**src/rtl/mac_dot_sequencer.sv**
```systemverilog
// Sequencer for the 8x8 signed MAC: buffers an operand vector, clears the MAC, streams
// the pairs without gaps, waits out the MAC pipeline and returns the 16-bit dot product.
module mac_dot_sequencer #(
    parameter int unsigned LEN     = 8,
    parameter int unsigned MAC_LAT = 2
) (
    input  logic        clk,
    input  logic        reset,
    input  logic        in_valid,
    output logic        in_ready,
    input  logic [7:0]  in_a,
    input  logic [7:0]  in_b,
    input  logic        in_last,
    output logic [7:0]  mac_a,
    output logic [7:0]  mac_b,
    output logic        mac_clr,
    input  logic [15:0] mac_z,
    output logic        out_valid,
    input  logic        out_ready,
    output logic [15:0] out_z,
    output logic [4:0]  out_len,
    output logic        busy
);

    localparam int unsigned IW = (LEN > 1) ? $clog2(LEN) : 1;
    localparam int unsigned DW = (MAC_LAT > 1) ? $clog2(MAC_LAT) : 1;

    typedef enum logic [2:0] {StLoad, StClear, StStream, StDrain, StHold} state_e;

    state_e          state_q, state_d;
    logic [4:0]      count_q, count_d;
    logic [IW-1:0]   idx_q, idx_d, idx_nxt;
    logic [DW-1:0]   drain_q, drain_d;
    logic [7:0]      mac_a_q, mac_a_d, mac_b_q, mac_b_d;
    logic [15:0]     out_z_q, out_z_d;
    logic [4:0]      out_len_q, out_len_d;
    logic            out_valid_q, out_valid_d;
    logic            accept;

    logic [7:0]      buf_a [2**IW];
    logic [7:0]      buf_b [2**IW];

    assign in_ready  = (state_q == StLoad);
    assign busy      = (state_q != StLoad);
    assign mac_clr   = reset | (state_q == StClear);
    assign accept    = in_valid & in_ready;
    assign idx_nxt   = idx_q + IW'(1);
    assign mac_a     = mac_a_q;
    assign mac_b     = mac_b_q;
    assign out_z     = out_z_q;
    assign out_len   = out_len_q;
    assign out_valid = out_valid_q;

    always_comb begin
        state_d     = state_q;
        count_d     = count_q;
        idx_d       = idx_q;
        drain_d     = drain_q;
        mac_a_d     = '0;
        mac_b_d     = '0;
        out_z_d     = out_z_q;
        out_len_d   = out_len_q;
        out_valid_d = out_valid_q;
        unique case (state_q)
            StLoad: begin
                if (accept) begin
                    count_d = count_q + 5'd1;
                    if (in_last || (count_q + 5'd1 == 5'(LEN))) begin
                        state_d   = StClear;
                        out_len_d = count_q + 5'd1;
                    end
                end
            end
            StClear: begin
                // Operand registers are loaded one cycle ahead so STREAM has no bubbles.
                state_d = StStream;
                idx_d   = '0;
                mac_a_d = buf_a[0];
                mac_b_d = buf_b[0];
            end
            StStream: begin
                if (5'(idx_q) == out_len_q - 5'd1) begin
                    state_d = StDrain;
                    drain_d = '0;
                end else begin
                    idx_d   = idx_nxt;
                    mac_a_d = buf_a[idx_nxt];
                    mac_b_d = buf_b[idx_nxt];
                end
            end
            StDrain: begin
                if (drain_q == DW'(MAC_LAT - 1)) begin
                    out_z_d     = mac_z;
                    out_valid_d = 1'b1;
                    state_d     = StHold;
                end else begin
                    drain_d = drain_q + DW'(1);
                end
            end
            StHold: begin
                if (out_ready) begin
                    out_valid_d = 1'b0;
                    count_d     = '0;
                    state_d     = StLoad;
                end
            end
            default: state_d = StLoad;
        endcase
    end

    always_ff @(posedge clk) begin
        if (reset) begin
            state_q     <= StLoad;
            count_q     <= '0;
            idx_q       <= '0;
            drain_q     <= '0;
            mac_a_q     <= '0;
            mac_b_q     <= '0;
            out_z_q     <= '0;
            out_len_q   <= '0;
            out_valid_q <= 1'b0;
        end else begin
            state_q     <= state_d;
            count_q     <= count_d;
            idx_q       <= idx_d;
            drain_q     <= drain_d;
            mac_a_q     <= mac_a_d;
            mac_b_q     <= mac_b_d;
            out_z_q     <= out_z_d;
            out_len_q   <= out_len_d;
            out_valid_q <= out_valid_d;
        end
    end

    // Buffer contents are don't-care after reset, so it carries no reset.
    always_ff @(posedge clk) begin
        if (accept) begin
            buf_a[count_q[IW-1:0]] <= in_a;
            buf_b[count_q[IW-1:0]] <= in_b;
        end
    end

endmodule

```
**config.mk**
```make
export PLATFORM = sky130hd
export DESIGN_NAME = mac_dot_sequencer
export DESIGN_NICKNAME = d
export VERILOG_FILES = /design/src/rtl/mac_dot_sequencer.sv
export SDC_FILE = /design/constraint.sdc
export NUM_CORES = 1
export LEC_CHECK = 0
export CORE_MARGIN = 2
export CORE_UTILIZATION = 30
export DETAILED_ROUTE_END_ITERATION = 16
export PLACE_DENSITY = 0.58
export SETUP_SLACK_MARGIN = 0.3
export SLEW_MARGIN = 20
export SYNTH_ARGS = -nofsm -noshare
export SYNTH_HDL_FRONTEND = slang
export SYNTH_SLANG_ARGS = --single-unit
```
**constraint.sdc**
```tcl
create_clock -name clk -period 5.3 [get_ports clk]
set_input_delay 1.06 -clock clk [delete_from_list [all_inputs] [get_ports clk]]
set_output_delay 1.06 -clock clk [all_outputs]
set_load 0.01 [all_outputs]
```
==> results.yml <==
run_status:
  status: "finished, final reports clean"
global_routing:
  grt_max_degree: 37
  overflow: 0
  antenna_found_initial: 0
  first_global_vias: 4136
  grt_usage: 0.123
  grt_pass1_wl_mm: 22.7
clocking:
  clockBufferDepth: 2
  insertion_delay_ns: 0.43
  path_clk_slew_ns: 0.07
  cts_root_buffer: "clkbuf_16"
  postCtsHoldBufs: 0
  cts_resized: 0
  htree_num_levels: 4
  postCtsSetupBuffers: 0
  cts_tree: "built"
  cts_inserted_buffers: 17
  clock_sinks: 178
job:
  maxCapViolCount: 0
yosys:
  synthDistinctLibCells: 49
  yosys.area.top_type: "edfxtp_1"
  synth_area_leaders: "edfxtp_1, dfxtp_1, mux4_2"
  syn_area_mm2: 0.00697
  yosysSeqAreaShare: 0.696
  netlist_instances: 451
  syn_avg_cell_area_um2: 15.4
  synth_fp_nets: 492
  yosys_warnings: 0
  synth-seq-cells: 178
  yosysTopAreaCellShare: 0.552
setup_path:
  reg2regPathDepth: 5
  path_max_fanout: 36
  required_ns: 4.24
  r2r-start: "idx_q[1]"
  r2r_slack_ns: 2.87
  crit_path_end_kind: "output port"
  setup.worst_path.class: "input pin to output port"
  cp.arrival_ns: 2.62
  crit_path_start_kind: "input pin"
  worstReg2RegEnd: "mac_b[5]"
timing:
  min_period_over_period: 0.695
  slew_headroom: 0.347
  post-route-min-period_ns: 3.68
  setup-violations-final: 0
  max_freq_mhz: 272
  skew_ns: 0.0131
  grt_setup_unrepaired: "no"
  fin_tns_setup_ns: 0
  tightest_slew_ns: 0.975
  finalHoldViolCount: 0
  slew_violations: 0
finish:
  final_common_cell: "edfxtp_1"
  multi_input_area_mm2: 0.00202
  fin_nets: 576
  syn2layout_area_growth_pct: 25.1
  fillers: 2085
  layout-drive-gt1-share: 0.162
  antenna_cells: 0
  final_cell_mix: "edfxtp_1, clkdlybuf4s50_1, nand2_1, dfxtp_1, mux4_2"
  final_util: 0.384
  seqCellArea_mm2: 0.00485
routing:
  route.detailed.drc: 0
  vias: 3998
  via_per_inst: 4.80
  drtIter0Drc: 272
  first_pass_iters: 5
  postRouteAntennaNets: 0
  drt_wl_total_mm: 14.5
  routedWlPerCell_um: 17.4
placed_design:
  hpwl_mm: 9.13
  io_buffers: 77
  gp_congestion: 0.762
floorplan:
  num_rows: 55
  io_pins: 78
  die_h_um: 156
  core_mm2: 0.0227
  design.die.area_mm2: 0.0245
  start_util: 0.307
  die_w_um: 156
power:
  p_per_area_mw_per_mm2: 386
  p_leak_nw: 2.71
  vdd_ir_drop_max_uv: 148
  finalPower_mw: 3.37
worst_hold_path:
  hp-start: "out_z[11]"
  whs_path_depth: 2
  whs_endpoint: "out_z[11]"
  min_path_type: "flop to flop"
==> final cells by class <==
class,count,area share
clock buffer,17,0.0488
clock inverter,15,0.0195
inverter,8,0.00345
multi-input combinational,241,0.232
sequential,178,0.556
tap,285,0.0409
timing repair buffer,89,0.0988
==> through the flow <==
stage	instance area (µm²)	setup WS (ns)	instances	hold slack, ns
6_report	8710	1.62	833	0.459
5_1_grt	8710	1.53	833	0.489
4_1_cts	8710	1.59	833	0.464
3_5_place_dp	8120	1.60	801	0.453
3_3_place_gp	8120	1.61	801	0.444
2_1_floorplan	6970	1.74	451	0.438
==> worst max path at each step <==
| stage | startpoint | endpoint | slack [ns] | cells after the start |
|---|---|---|---|---|
| global placement | reset | mac_clr | 1.61 | 5 |
| global route | reset | mac_clr | 1.53 | 5 |
| detailed placement | reset | mac_clr | 1.60 | 5 |
| CTS | reset | mac_clr | 1.59 | 5 |
| finish | reset | mac_clr | 1.62 | 5 |
| floorplan | in_valid | buf_a[1][0] | 1.74 | 3 |
==> synthesized netlist by cell type, drive strengths merged <==
cell     instances
a21oi           27
a41oi            1
ha               4
a221oi           1
nand2b           3
and2b            1
mux2             1
xnor2            5
o22ai            1
clkbuf          10
nor3             8
nand3            7
dfxtp           50
nand3b           1
nand2           61
nor4             2
o21ai           21
buf             14
a31oi            1
inv              8
edfxtp         128
nand4b           1
o211ai           1
or2              1
a2111oi          1
or3              2
a311oi           4
o21a             2
nor2b            1
mux2i           19
nor2            16
nor3b            2
and4b            1
a22oi            1
and2             2
mux4            32
xor2             3
a211oi           1
o311ai           1
o2111ai          1
nor4b            4
==> routing by layer <==
layer  GRT usage  wire length [µm]  vias up
met5           0                 0        -
met4      0.0328                34        0
met3      0.0379              1070        7
met2       0.210              7220      125
met1       0.152              6140     1977
li1            -                 -     1889
==> power by group <==
group	leakage [nW]	internal, mW	switching (mW)
Combinational	0.860	0.270	0.251
Sequential	1.57	1.55	0.0365
Clock	0.282	0.707	0.548
Total	2.71	2.53	0.835
==> cells by family after synthesis <==
kind of cell / after synthesis / share of synthesized area
xor gates and xnor gates: 8 / 0.0101
and+or+nand+nor: 113 / 0.0785
DFF: 178 / 0.696
AOI/OAI and AO/OA: 64 / 0.0555
adders and majority gates: 4 / 0.00719
buffers and inverters: 32 / 0.0208
muxes: 52 / 0.132
==> registers in the layout (all words and copies together), names as in the netlist <==
register   cells
mac_a          8
drain_q        1
buf_a         64
out_len        5
idx_q          3
count_q        5
out_valid      1
state_q        3
out_z         16
mac_b          8
buf_b         64
==> worst max-delay path, cell delays in order <==
cell and delay (ns):
clkdlybuf4s50_1 0.45, buf_4 0.33, a21oi_1 0.15, inv_1 0.08
clkdlybuf4s50_1 0.53
Power figures use the tool's default switching activity.
